### config.mk
export PLATFORM = sky130hd
export DESIGN_NAME = mem_dma_flat
export DESIGN_NICKNAME = d
export VERILOG_FILES = /design/src/rtl/mem_bus_pkg.sv /design/src/rtl/mem_dma_if.sv /design/src/rtl/bus_watchdog.sv /design/src/rtl/mem_dma.sv /design/src/flat_wrapper.sv
export SDC_FILE = /design/constraint.sdc
export NUM_CORES = 1
export LEC_CHECK = 0
export BUFFER_PORTS_ARGS = -buffer_cell sky130_fd_sc_hd__buf_2
export CAP_MARGIN = 25
export CORE_ASPECT_RATIO = 1.2
export CORE_MARGIN = 2
export CORE_UTILIZATION = 60
export DETAILED_ROUTE_END_ITERATION = 6
export GPL_TIMING_DRIVEN = 0
export HOLD_SLACK_MARGIN = 0.02
export PLACE_DENSITY = 0.92
export SLEW_MARGIN = 0
export SYNTH_ARGS = -nofsm -noshare
export SYNTH_HDL_FRONTEND = slang
export SYNTH_SLANG_ARGS = --single-unit
### constraint.sdc
create_clock -name clk -period 13.8 [get_ports clk]
set_clock_uncertainty 0.2 [all_clocks]
set_input_delay 1.38 -clock clk [delete_from_list [all_inputs] [get_ports clk]]
set_output_delay 1.38 -clock clk [all_outputs]
set_load 0.01 [all_outputs]
### src/rtl/mem_bus_pkg.sv
// Shared definitions for initiators on the native valid/ready memory bus.
package mem_bus_pkg;

  typedef enum logic [2:0] {
    StIdle,
    StRd,
    StRdGap,
    StWr,
    StWrGap
  } dma_state_e;

  localparam logic [3:0]  WSTRB_NONE = 4'h0;
  localparam logic [3:0]  WSTRB_FULL = 4'hF;
  localparam int unsigned WORD_BYTES = 4;

endpackage

### src/rtl/mem_dma_if.sv
// Native valid/ready memory bus as seen by one initiator and its responder.
interface mem_dma_if;

  logic        mem_valid;
  logic        mem_ready;
  logic        mem_instr;
  logic [3:0]  mem_wstrb;
  logic [31:0] mem_wdata;
  logic [31:0] mem_addr;
  logic [31:0] mem_rdata;

  modport master (
    output mem_valid, mem_instr, mem_wstrb, mem_wdata, mem_addr,
    input  mem_ready, mem_rdata
  );

  modport slave (
    input  mem_valid, mem_instr, mem_wstrb, mem_wdata, mem_addr,
    output mem_ready, mem_rdata
  );

endinterface

### src/rtl/bus_watchdog.sv
// Flags a bus request that has waited TIMEOUT consecutive cycles without acknowledge.
module bus_watchdog #(
  parameter int unsigned TIMEOUT = 1024
) (
  input  logic clk,
  input  logic reset,
  input  logic arm,
  input  logic ack,
  output logic expired
);

  localparam int unsigned     CntW = $clog2(TIMEOUT);
  localparam logic [CntW-1:0] Last = CntW'(TIMEOUT - 1);

  logic [CntW-1:0] r_count;

  always_ff @(posedge clk or posedge reset) begin
    if (reset) begin
      r_count <= '0;
    end else if (!arm || ack) begin
      r_count <= '0;
    end else if (r_count != Last) begin
      r_count <= r_count + CntW'(1);
    end
  end

  // Fires in the TIMEOUT-th waiting cycle so the request is dropped on that edge.
  assign expired = arm && !ack && (r_count == Last);

endmodule

### src/rtl/mem_dma.sv
// Word-copy DMA initiator: reads one word, writes it back out, repeats for word_count words.
module mem_dma
  import mem_bus_pkg::*;
#(
  parameter int unsigned LEN_W   = 16,
  parameter int unsigned TIMEOUT = 1024
) (
  input  logic             clk,
  input  logic             reset,
  input  logic             start,
  input  logic [31:0]      src_addr,
  input  logic [31:0]      dst_addr,
  input  logic [LEN_W-1:0] word_count,
  output logic             busy,
  output logic             done,
  output logic             error,
  mem_dma_if.master        bus
);

  dma_state_e       r_state, w_state_d;
  logic [31:0]      r_src, w_src_d, r_dst, w_dst_d, r_buf, w_buf_d;
  logic [LEN_W-1:0] r_count, w_count_d;
  logic             r_valid, w_valid_d;
  logic [31:0]      r_addr, w_addr_d, r_wdata, w_wdata_d;
  logic [3:0]       r_wstrb, w_wstrb_d;
  logic             r_busy, w_busy_d, r_done, w_done_d, r_error, w_error_d;
  logic             w_expired, w_last, w_accept;

  bus_watchdog #(
    .TIMEOUT (TIMEOUT)
  ) u_watchdog (
    .clk     (clk),
    .reset   (reset),
    .arm     (r_valid),
    .ack     (bus.mem_ready),
    .expired (w_expired)
  );

  always_ff @(posedge clk or posedge reset) begin
    if (reset) begin
      r_state <= StIdle;
      r_src   <= '0;
      r_dst   <= '0;
      r_buf   <= '0;
      r_count <= '0;
      r_valid <= 1'b0;
      r_addr  <= '0;
      r_wdata <= '0;
      r_wstrb <= WSTRB_NONE;
      r_busy  <= 1'b0;
      r_done  <= 1'b0;
      r_error <= 1'b0;
    end else begin
      r_state <= w_state_d;
      r_src   <= w_src_d;
      r_dst   <= w_dst_d;
      r_buf   <= w_buf_d;
      r_count <= w_count_d;
      r_valid <= w_valid_d;
      r_addr  <= w_addr_d;
      r_wdata <= w_wdata_d;
      r_wstrb <= w_wstrb_d;
      r_busy  <= w_busy_d;
      r_done  <= w_done_d;
      r_error <= w_error_d;
    end
  end

  assign w_accept = (r_state == StIdle) && start;

  always_comb begin
    w_state_d = r_state;
    w_src_d   = r_src;
    w_dst_d   = r_dst;
    w_buf_d   = r_buf;
    w_count_d = r_count;
    w_last    = 1'b0;
    unique case (r_state)
      StIdle: begin
        if (start && (word_count != '0)) begin
          w_state_d = StRd;
          w_src_d   = src_addr & 32'hFFFF_FFFC;
          w_dst_d   = dst_addr & 32'hFFFF_FFFC;
          w_count_d = word_count;
        end
      end
      StRd: begin
        if (w_expired) begin
          w_state_d = StIdle;
        end else if (bus.mem_ready) begin
          w_buf_d   = bus.mem_rdata;
          w_state_d = StRdGap;
        end
      end
      StRdGap: w_state_d = StWr;
      StWr: begin
        if (w_expired) begin
          w_state_d = StIdle;
        end else if (bus.mem_ready) begin
          w_count_d = r_count - LEN_W'(1);
          w_src_d   = r_src + 32'(WORD_BYTES);
          w_dst_d   = r_dst + 32'(WORD_BYTES);
          if (r_count == LEN_W'(1)) begin
            w_state_d = StIdle;
            w_last    = 1'b1;
          end else begin
            w_state_d = StWrGap;
          end
        end
      end
      StWrGap: w_state_d = StRd;
      default: w_state_d = StIdle;
    endcase
  end

  // Outputs are registered from the next state so they change only on clock edges.
  always_comb begin
    w_valid_d = (w_state_d == StRd) || (w_state_d == StWr);
    w_addr_d  = r_addr;
    w_wdata_d = r_wdata;
    w_wstrb_d = WSTRB_NONE;
    if (w_state_d == StRd) begin
      w_addr_d = w_src_d;
    end else if (w_state_d == StWr) begin
      w_addr_d  = w_dst_d;
      w_wdata_d = r_buf;
      w_wstrb_d = WSTRB_FULL;
    end
    w_busy_d  = (w_state_d != StIdle);
    w_done_d  = w_last || w_expired || (w_accept && (word_count == '0));
    w_error_d = r_error;
    if (w_accept) begin
      w_error_d = 1'b0;
    end else if (w_expired) begin
      w_error_d = 1'b1;
    end
  end

  assign bus.mem_valid = r_valid;
  assign bus.mem_addr  = r_addr;
  assign bus.mem_wdata = r_wdata;
  assign bus.mem_wstrb = r_wstrb;
  assign bus.mem_instr = 1'b0;
  assign busy          = r_busy;
  assign done          = r_done;
  assign error         = r_error;

endmodule

### src/flat_wrapper.sv
// flat-port wrapper written by rule: the top's interface ports become plain ports
module mem_dma_flat import mem_bus_pkg::*;
#(
  parameter int unsigned LEN_W   = 16,
  parameter int unsigned TIMEOUT = 1024
)
  (clk, reset, start, src_addr, dst_addr, word_count, busy, done, error, bus_mem_valid, bus_mem_instr, bus_mem_wstrb, bus_mem_wdata, bus_mem_addr, bus_mem_ready, bus_mem_rdata);
  mem_dma_if bus_i ();
  input  logic clk;
  input  logic reset;
  input  logic start;
  input  logic [31:0] src_addr;
  input  logic [31:0] dst_addr;
  input  logic [LEN_W-1:0] word_count;
  output logic busy;
  output logic done;
  output logic error;
  output wire logic [$bits(bus_i.mem_valid)-1:0] bus_mem_valid;
  output wire logic [$bits(bus_i.mem_instr)-1:0] bus_mem_instr;
  output wire logic [$bits(bus_i.mem_wstrb)-1:0] bus_mem_wstrb;
  output wire logic [$bits(bus_i.mem_wdata)-1:0] bus_mem_wdata;
  output wire logic [$bits(bus_i.mem_addr)-1:0] bus_mem_addr;
  input wire logic [$bits(bus_i.mem_ready)-1:0] bus_mem_ready;
  input wire logic [$bits(bus_i.mem_rdata)-1:0] bus_mem_rdata;
  assign bus_mem_valid = bus_i.mem_valid;
  assign bus_mem_instr = bus_i.mem_instr;
  assign bus_mem_wstrb = bus_i.mem_wstrb;
  assign bus_mem_wdata = bus_i.mem_wdata;
  assign bus_mem_addr = bus_i.mem_addr;
  assign bus_i.mem_ready = bus_mem_ready;
  assign bus_i.mem_rdata = bus_mem_rdata;
  mem_dma #(.LEN_W(LEN_W), .TIMEOUT(TIMEOUT)) u_core (.clk(clk), .reset(reset), .start(start), .src_addr(src_addr), .dst_addr(dst_addr), .word_count(word_count), .busy(busy), .done(done), .error(error), .bus(bus_i));
endmodule
==> impl_metrics.csv, run 1 <==
group,metric,value,unit
outcome,outcome,"finished, final reports clean",
logic_synthesis,dominantRegCellSynth,"dfrtp_1",
power_and_ir_drop,power_frac_clock,18.7,%
floorplanning,core_area,15700,um2
sta,fin_ws,9.908,ns
floorplanning,fp.dieH,143.1,um
sta,rsz0062_at_grt,"no",
logic_synthesis,synth-seq-cells,194,
clocking,cts_buffers,17,
clocking,cts.clk_slew.worst_paths,0.08,ns
power_and_ir_drop,power.switching,1250,uW
floorplanning,chipWidth,119.9,um
worst_setup_path,r2r.worst_path.cells,9,
logic_synthesis,synth.yosys.seq_area_share,50.19,%
sta,fin_crit,3.892,ns
floorplanning,io_pins,189,
worst_setup_path,timing.rr.end,"u_core.r_dst[9]",
floorplanning,rows,50,
power_and_ir_drop,intPower,1526,uW
layout,ff_latch_area,4855,um2
routing,wl,30.91,mm
clocking,clock-root-buffer,"clkbuf_16",
routing,wl_per_cell,21.29,um
global_route,antenna_found_initial,0,
sta,maxSlewHeadroom,28.38,%
clocking,cts_tree,"built",
clocking,cts_hold_buf,0,
logic_synthesis,synth_edf_count,0,
placed_design,dp_hpwl,22.21,mm
clocking,ctsResizeCount,0,
job,drv_cap,0,
worst_hold_path,hold_path_class,"flip-flop to flip-flop",
sta,fin_crit_sh,28.21,%
sta,setup_tns,0,ns
logic_synthesis,synth_area_per_cell,9.419,um2
logic_synthesis,synth_area,9673,um2
worst_setup_path,critPathKind,"primary input to flip-flop",
layout,multi_input_area,4431,um2
layout,layout.nets,1352,
placed_design,gp_congestion,0.9727,
sta,finalSetupViolCount,0,
worst_setup_path,end_kind,"flip-flop",
clocking,clock_tree.buffer_depth,2,
clocking,insertion_delay,0.45,ns
routing,vias,9388,
routing,drc,0,
floorplanning,dieArea,17160,um2
logic_synthesis,synthArstFlopShare,100.0,%
power_and_ir_drop,p_leak,0.005376,uW
worst_setup_path,critPathLaunch,"word_count[10]",
power_and_ir_drop,power_density,240.8,nW/um2
clocking,postCtsSetupRepairBufs,0,
global_route,grt_overflow,0,
layout,most-common-layout-cells,"buf_2 (213), nand2_1 (202), dfrtp_1 (194)",
layout,fill_cells,1104,
worst_setup_path,regToRegSetupSlack,10.43,ns
layout,antennaDiodeCount,0,
global_route,grt_first_pass_wirelength,47.95,mm
clocking,htree_levels,4,
sta,fmax,0.2569,GHz
placed_design,pre_cts_ws,9.580,ns
global_route,grt_pass1_vias,9291,
logic_synthesis,synth_cells,1027,
routing,vias_per_cell,6.466,
power_and_ir_drop,combPwrFrac,43.7,%
worst_setup_path,startpoint_type,"primary input",
worst_setup_path,crit_end,"u_core.bus.mem_addr[7]",
worst_setup_path,cp_max_fo,10,
logic_synthesis,synth_cell_types,79,
worst_setup_path,r2r_start,"u_core.r_state[0]",
clocking,clock-sinks,194,
sta,hold_ws,0.2742,ns
routing,drt-initial-drc-count,1353,
worst_setup_path,critPathArrivalTime,4.09,ns
power_and_ir_drop,vdd.ir_drop.worst,161.2,uV
sta,hold_viol,0,
logic_synthesis,yosys_warnings,0,
placed_design,portBuffers,183,
global_route,grt_max_degree,126,
layout,final_common_cell,"buf_2",
layout,layout-drive-gt1-share,25.08,%
sta,tightest_slew,1.065,ns
worst_setup_path,worstPathRequired,14.00,ns
power_and_ir_drop,p_seq_share,37.6,%
layout,syn2layout_area_growth,19.21,%
global_route,track_usage,36.36,%
routing,dr.pass1.iters,7,
routing,ant_nets,0,
sta,slew_viol_final,0,
power_and_ir_drop,p_sw_share,45.02,%
floorplanning,start_util,61.60,%
logic_synthesis,synthesis.nets,1148,
==> cell families after synthesis <==
kind of cell    after synthesis  share of synthesized area, %
xor+xnor                      5                        0.4527
buf+inv                      86                         4.010
fa+ha+maj                     5                        0.6467
compound gates              239                         16.95
flops                       194                         50.19
simple gates                454                         22.82
other cells                   1                       0.03877
mux                          43                         4.902
==> state kept, by name (all words and copies together) (netlist names) <==
signal                     cells
u_core.bus.mem_addr           32
u_core.bus.mem_valid           1
u_core.bus.mem_wdata          32
u_core.bus.mem_wstrb           1
u_core.busy                    1
u_core.done                    1
u_core.error                   1
u_core.r_buf                  32
u_core.r_count                16
u_core.r_dst                  32
u_core.r_src                  32
u_core.r_state                 3
u_core.u_watchdog.r_count     10
==> power by group through the flow <==
| stage | Clock [uW] | Combinational, uW | Sequential, uW |
|---|---|---|---|
| 6_report | 520 | 1210 | 1040 |
| 5_1_grt | 547 | 1300 | 1070 |
| 4_1_cts | 522 | 1190 | 1030 |
| 3_5_place_dp | 0 | 1180 | 1030 |
| 3_3_place_gp | 0 | 1120 | 1020 |
| 2_1_floorplan | 0 | 738 | 1020 |
==> layout make-up <==
cell class / count / share of cell area [%]
clock inverters: 15 / 1.855
clock buffers: 17 / 3.689
well taps: 208 / 2.257
multi-input cells: 747 / 38.42
plain buffers: 62 / 2.582
inverters: 24 / 0.8464
flip-flops and latches: 194 / 42.10
repair buffers: 185 / 8.246
==> how the worst min path moves through the flow <==
stage	startpoint	to	slack, ns	cells after the start
4_1_cts	u_core.r_buf[22]	u_core.bus.mem_wdata[22]	0.28	2
6_report	u_core.r_buf[19]	u_core.bus.mem_wdata[19]	0.27	2
3_5_place_dp	u_core.r_buf[26]	u_core.bus.mem_wdata[26]	0.26	2
2_1_floorplan	u_core.r_buf[0]	u_core.bus.mem_wdata[0]	0.23	2
5_1_grt	u_core.r_buf[24]	u_core.bus.mem_wdata[24]	0.29	2
3_3_place_gp	u_core.r_buf[3]	u_core.bus.mem_wdata[3]	0.24	2
==> worst max-delay path, stage by stage <==
cell,delay [ns]
buf_2,0.11
nor4_1,0.73
a41o_1,0.56
clkbuf_1,0.50
nand3_1,0.24
o21ai_0,0.39
o22a_1,0.18
==> per-layer routing <==
metal  vias up  wire [um]  track usage [%]  part of all wire, %
met3       147       2988            7.827                  9.7
met4         0       1542            19.01                  5.0
met1      4425      11300            45.10                   37
met2       662      15080            59.90                   49
li1       4154          -                -                    -
met5         -          0                0                    0
==> synth_stat cells (all sizes together), types with 4 or more instances <==
library cell	number	area share, %
o21a	4	0.31
a21oi	45	2.3
o211ai	27	2.1
nand4	30	2.2
o21ai	61	3.2
and4	6	0.54
nand3	43	2.2
or2	6	0.41
inv	24	0.93
a221o	15	1.6
mux2i	8	0.83
a31oi	19	1.2
and3	14	0.91
nor3	24	1.2
nor2	63	2.4
o311ai	15	1.4
dfrtp	194	50
o22ai	6	0.39
ha	5	0.65
clkbuf	22	0.87
or3	8	0.52
a22oi	7	0.54
nor4	19	1.4
a21o	7	0.54
a41oi	4	0.56
buf	40	2.2
and2	15	0.97
or4	6	0.54
nand2	202	7.8
xor2	5	0.45
mux2	35	4.1
==> per-stage QoR <==
stage / total power, uW / cell area (um2) / util (%) / std cells
2_1_floorplan: 1762 / 9673 / - / 1027
3_3_place_gp: 2140 / 10850 / 69.09 / 1418
3_5_place_dp: 2210 / 10890 / 69.36 / 1420
4_1_cts: 2741 / 11530 / 73.43 / 1452
5_1_grt: 2913 / 11530 / 73.43 / 1452
6_report: 2777 / 11530 / 73.43 / 1452
Power figures use the tool's default switching activity.
==> run 2: changes to the inputs <==
--- a/config.mk
+++ b/config.mk
@@ -9,11 +9,11 @@
 export CAP_MARGIN = 25
 export CORE_ASPECT_RATIO = 1.2
 export CORE_MARGIN = 2
-export CORE_UTILIZATION = 60
+export CORE_UTILIZATION = 50
 export DETAILED_ROUTE_END_ITERATION = 6
 export GPL_TIMING_DRIVEN = 0
 export HOLD_SLACK_MARGIN = 0.02
-export PLACE_DENSITY = 0.92
+export PLACE_DENSITY = 0.82
 export SLEW_MARGIN = 0
 export SYNTH_ARGS = -nofsm -noshare
 export SYNTH_HDL_FRONTEND = slang
==> constraint.sdc (replaced) <==
create_clock -name clk -period 3.4 [get_ports clk]
set_clock_uncertainty 0.2 [all_clocks]
set_input_delay 0.34 -clock clk [delete_from_list [all_inputs] [get_ports clk]]
set_output_delay 0.34 -clock clk [all_outputs]
set_load 0.01 [all_outputs]
==> impl_metrics.csv, run 2 (synthesized netlist as in run 1, its figures left out) <==
group,metric,value,unit
power_and_ir_drop,p_sw_share,44.55,%
routing,drc,0,
worst_setup_path,cpPeakStageDelay,0.57,ns
clocking,postCtsSetupRepairBufs,0,
placed_design,dp_hpwl,22.78,mm
routing,vias_per_cell,6.075,
sta,fmax,0.3023,GHz
layout,final_area,12490,um2
worst_setup_path,cp_slowest_cell,"clkbuf_1",
routing,ant_nets,0,
floorplanning,core_area,18920,um2
global_route,antenna_found_initial,0,
worst_setup_path,cp_common_cell,"buf_2",
sta,slew_viol_final,0,
sta,maxSlewHeadroom,26.68,%
floorplanning,io_pins,189,
worst_setup_path,startpoint_type,"flip-flop",
clocking,cts_buffers,17,
global_route,grt_max_degree,40,
clocking,htree_levels,4,
worst_hold_path,hold_path_class,"primary input to flip-flop",
sta,rsz0062_at_grt,"no",
worst_setup_path,worstPathRequired,3.54,ns
power_and_ir_drop,vdd.ir_drop.worst,582.7,uV
floorplanning,start_util,51.11,%
routing,dr.pass1.iters,6,
clocking,cts_tree,"built",
job,drv_cap,0,
global_route,grt_first_pass_wirelength,51.18,mm
global_route,grt_pass1_vias,9823,
power_and_ir_drop,combPwrFrac,44.5,%
sta,fin_crit_sh,97.28,%
layout,fin_cells,1591,
clocking,clock-root-buffer,"clkbuf_16",
placed_design,placed_cell_area,11010,um2
worst_setup_path,end_kind,"flip-flop",
layout,layout.nets,1443,
clocking,insertion_delay,0.44,ns
worst_setup_path,worst_path_dominant_cell_family,"buffers and inverters",
floorplanning,dieArea,20480,um2
floorplanning,fp.dieH,156.4,um
worst_setup_path,critPathArrivalTime,3.45,ns
layout,syn2layout_area_growth,29.10,%
worst_setup_path,cp_cell_sequence,"clkbuf_1, and3b_1, buf_2, clkbuf_1, buf_2, buf_2, a21oi_1, o21ai_0",
worst_setup_path,critPathKind,"flip-flop to flip-flop",
layout,layout-drive-gt1-share,23.82,%
floorplanning,rows,55,
layout,antennaDiodeCount,0,
power_and_ir_drop,p_leak,0.005749,uW
clocking,clock-sinks,194,
worst_setup_path,cp_max_fo,10,
worst_setup_path,cp_num_buf_inv,5,
clocking,cts.clk_slew.worst_paths,0.07,ns
placed_design,dp.cells,1471,
layout,final_common_cell,"buf_2",
global_route,grt_overflow,0,
floorplanning,chipWidth,131.0,um
sta,hold_viol,0,
placed_design,portBuffers,183,
routing,wl_per_cell,20.56,um
power_and_ir_drop,p_seq_share,37.7,%
sta,tightest_slew,1.097,ns
power_and_ir_drop,power.switching,5016,uW
sta,finalSetupViolCount,0,
routing,vias,9665,
global_route,track_usage,32.65,%
sta,fin_crit,3.307,ns
power_and_ir_drop,total_power,11260,uW
routing,wl,32.72,mm
power_and_ir_drop,intPower,6243,uW
layout,most-common-layout-cells,"buf_2 (213), nand2_1 (202), dfrtp_1 (194)",
routing,drt-initial-drc-count,1050,
clocking,clock_tree.buffer_depth,2,
placed_design,gp_congestion,0.9540,
outcome,outcome,"finished, final reports clean",
power_and_ir_drop,power_frac_clock,17.8,%
power_and_ir_drop,power_density,901.5,nW/um2
## run 2: cell count changes in the layout (fill, tap and decap cells not counted), moves of 2 or more
cell / delta
nor4_1: -2
inv_12: -3
clkinvlp_4: +2
dlygate4sd3_1: +88
clkinv_8: -6
nor4_2: +2
clkinv_4: +3
buf_12: +5
inv_6: +2
## run 2: worst paths after layout
check                      depth (start not counted)              start                  endpoint  slack (ns)
setup / recovery                                   8  u_core.r_state[0]          u_core.r_dst[14]        0.09
hold / removal                                     3       src_addr[17]          u_core.r_src[17]        0.03
setup reg to reg                                   8  u_core.r_state[0]          u_core.r_dst[14]        0.09
hold reg to reg                                    2   u_core.r_buf[18]  u_core.bus.mem_wdata[18]        0.27
max in group asynchronous                          6              reset          u_core.r_dst[13]        1.69
min in group asynchronous                          3              reset          u_core.r_src[24]        0.27
## run 2: metrics by stage
step                      TNS, ns  hold slack [ns]  utilization, %  setup slack, ns
after global routing            0          0.03582           65.99          0.01052
final                           0          0.02500           65.99          0.09254
after global placement    -159.92           0.2419           57.67          -0.8315
after detailed placement        0           0.1897           58.19          0.03972
after CTS                       0          0.02130           65.92          0.03689
after floorplan                 0           0.2348               -           0.3556
## run 2: repair_timing
item / in CTS / in global routing
endpoints found under the hold margin: 101 / 0
endpoints found under the setup margin: 0 / 11
gates resized for setup: 0 / 3
hold buffers: 88 / 0
## run 2: worst register-to-register path, cell delays in order, from the launching register on
cell and delay, ns:
dfrtp_1 0.45, clkbuf_1 0.35, and3b_1 0.34, buf_2 0.29, clkbuf_1 0.57, buf_2 0.37, buf_2 0.29, a21oi_1 0.11
o21ai_0 0.22
## run 2: power groups by stage
stage | clock, uW | combinational (uW) | sequential [uW]
final | 2010 | 5010 | 4250
after global routing | 2110 | 5430 | 4340
after CTS | 2010 | 4880 | 4180
after detailed placement | 0 | 4770 | 4210
after global placement | 0 | 4630 | 4170
after floorplan | 0 | 2990 | 4160
## run 2: routing by layer
layer	up-vias	share of wire [%]	track usage, %
met5	-	0	0
met4	0	4.0	14.94
met3	92	8.7	7.009
met2	544	50	54.48
met1	4693	38	40.35
li1	4336	-	-
## run 2: layout make-up
type	count	area (um2)
timing repair buffer	276	1897
multi-input combinational	747	4443
clock inverter	14	141.4
fill	1463	6436
sequential	194	4855
clock buffer	18	439.2
buffer	62	299.0
tap	256	320.3
inverter	24	93.84
==> run 3: changes to the inputs <==
--- a/config.mk
+++ b/config.mk
@@ -14,6 +14,7 @@
 export GPL_TIMING_DRIVEN = 0
 export HOLD_SLACK_MARGIN = 0.02
 export PLACE_DENSITY = 0.82
+export SETUP_SLACK_MARGIN = 0.5
 export SLEW_MARGIN = 0
 export SYNTH_ARGS = -nofsm -noshare
 export SYNTH_HDL_FRONTEND = slang
==> impl_metrics.csv, run 3 (synthesized netlist as in run 1, its figures left out) <==
group,metric,value,unit
outcome,outcome,"finished, final reports clean",
worst_setup_path,worstPathRequired,3.58,ns
worst_hold_path,hold_path_class,"primary input to flip-flop",
sta,fin_crit,2.897,ns
routing,wl,32.94,mm
global_route,antenna_found_initial,0,
sta,finalSetupViolCount,0,
job,drv_cap,0,
floorplanning,io_pins,189,
placed_design,dp_hpwl,22.78,mm
sta,slew_viol_final,0,
layout,ff_latch_area,4855,um2
layout,multi_input_area,4477,um2
worst_setup_path,startpoint_type,"flip-flop",
floorplanning,rows,55,
floorplanning,dieArea,20480,um2
placed_design,dp.cells,1471,
routing,vias_per_cell,6.155,
global_route,grt_max_degree,40,
sta,hold_viol,0,
clocking,clock-root-buffer,"clkbuf_16",
routing,dr.pass1.iters,6,
sta,setup_tns,0,ns
clocking,clock_tree.buffer_depth,2,
placed_design,gp_congestion,0.9540,
global_route,grt_first_pass_wirelength,51.21,mm
worst_setup_path,cp_max_fo,10,
routing,drc,0,
power_and_ir_drop,p_leak,0.005790,uW
floorplanning,fp.dieH,156.4,um
global_route,grt_overflow,0,
routing,ant_nets,0,
routing,wl_per_cell,20.71,um
power_and_ir_drop,power_density,903.7,nW/um2
clocking,insertion_delay,0.44,ns
sta,rsz0062_at_grt,"yes",
layout,layout.nets,1443,
layout,utilization,66.38,%
worst_setup_path,critPathArrivalTime,3.08,ns
sta,maxSlewHeadroom,24.86,%
power_and_ir_drop,vdd.ir_drop.worst,584.8,uV
clocking,htree_levels,4,
layout,fin_cells,1591,
floorplanning,chipWidth,131.0,um
layout,fill_cells,1469,
floorplanning,start_util,51.11,%
clocking,clock-sinks,194,
worst_setup_path,end_kind,"flip-flop",
worst_setup_path,critPathKind,"flip-flop to flip-flop",
floorplanning,core_area,18920,um2
global_route,track_usage,32.66,%
layout,layout-drive-gt1-share,25.32,%
placed_design,portBuffers,183,
layout,final_common_cell,"buf_2",
clocking,cts_tree,"built",
clocking,postCtsSetupRepairBufs,0,
clocking,cts_buffers,17,
layout,antennaDiodeCount,0,
layout,syn2layout_area_growth,29.87,%
clocking,cts.clk_slew.worst_paths,0.08,ns
routing,drt-initial-drc-count,1018,
sta,fin_crit_sh,85.21,%
routing,vias,9792,
layout,most-common-layout-cells,"buf_2 (207), nand2_1 (202), dfrtp_1 (194)",
global_route,grt_pass1_vias,9827,
sta,tightest_slew,1.125,ns
sta,hold_ws,0.02873,ns
sta,fmax,0.3452,GHz
==> run 3: worst paths after layout <==
check	slack, ns	end	startpoint	cells past startpoint
max	0.50	u_core.bus.mem_addr[15]	u_core.r_state[2]	8
min	0.03	u_core.r_src[17]	src_addr[17]	3
max reg2reg	0.50	u_core.bus.mem_addr[15]	u_core.r_state[2]	8
min reg2reg	0.27	u_core.bus.mem_wdata[18]	u_core.r_buf[18]	2
max in group asynchronous	1.69	u_core.bus.mem_wdata[26]	reset	6
min in group asynchronous	0.27	u_core.r_src[16]	reset	3
==> run 3: final cells by class <==
cell class                 count  share of cell area, %
timing repair buffer         276                  15.10
multi-input combinational    747                  35.64
tap                          256                  2.550
clock buffer                  18                  3.496
sequential                   194                  38.65
inverter                      24                 0.7669
clock inverter                14                  1.126
buffer                        62                  2.679
==> run 3: worst max-delay path, cell delays in order (launching register included) <==
cell	delay, ns
dfrtp_1	0.36
buf_2	0.17
or4b_1	0.46
buf_2	0.18
a41oi_4	0.32
buf_2	0.40
a21oi_1	0.16
a311oi_1	0.45
a21o_1	0.14
==> run 3: power breakdown <==
group | internal (uW) | switching (uW)
clock network | 1000 | 1010
logic | 1960 | 3130
registers | 3340 | 916
total | 6300 | 5050
==> run 3: stage by stage <==
stage	setup WS, ns	total power, uW	instance area [um2]
after floorplan	0.3556	7153	9677
after global placement	-0.8315	8801	10910
after detailed placement	0.03972	8979	11010
after CTS	0.4282	11090	12490
after global routing	0.4846	11980	12560
final	0.5029	11350	12560
==> run 3: repair_timing <==
item	CTS	global route
resized for setup	7	39
endpoints found under the hold margin	101	0
setup endpoints to repair	31	82
cloned	0	0
hold buffers	88	0
==> run 3: layer usage <==
layer | part of all wire [%] | vias up | GRT usage (%)
met4 | 3.8 | 0 | 14.59
met2 | 50 | 586 | 54.82
li1 | - | 4329 | -
met1 | 38 | 4775 | 40.41
met3 | 8.6 | 102 | 6.735
met5 | 0 | - | 0
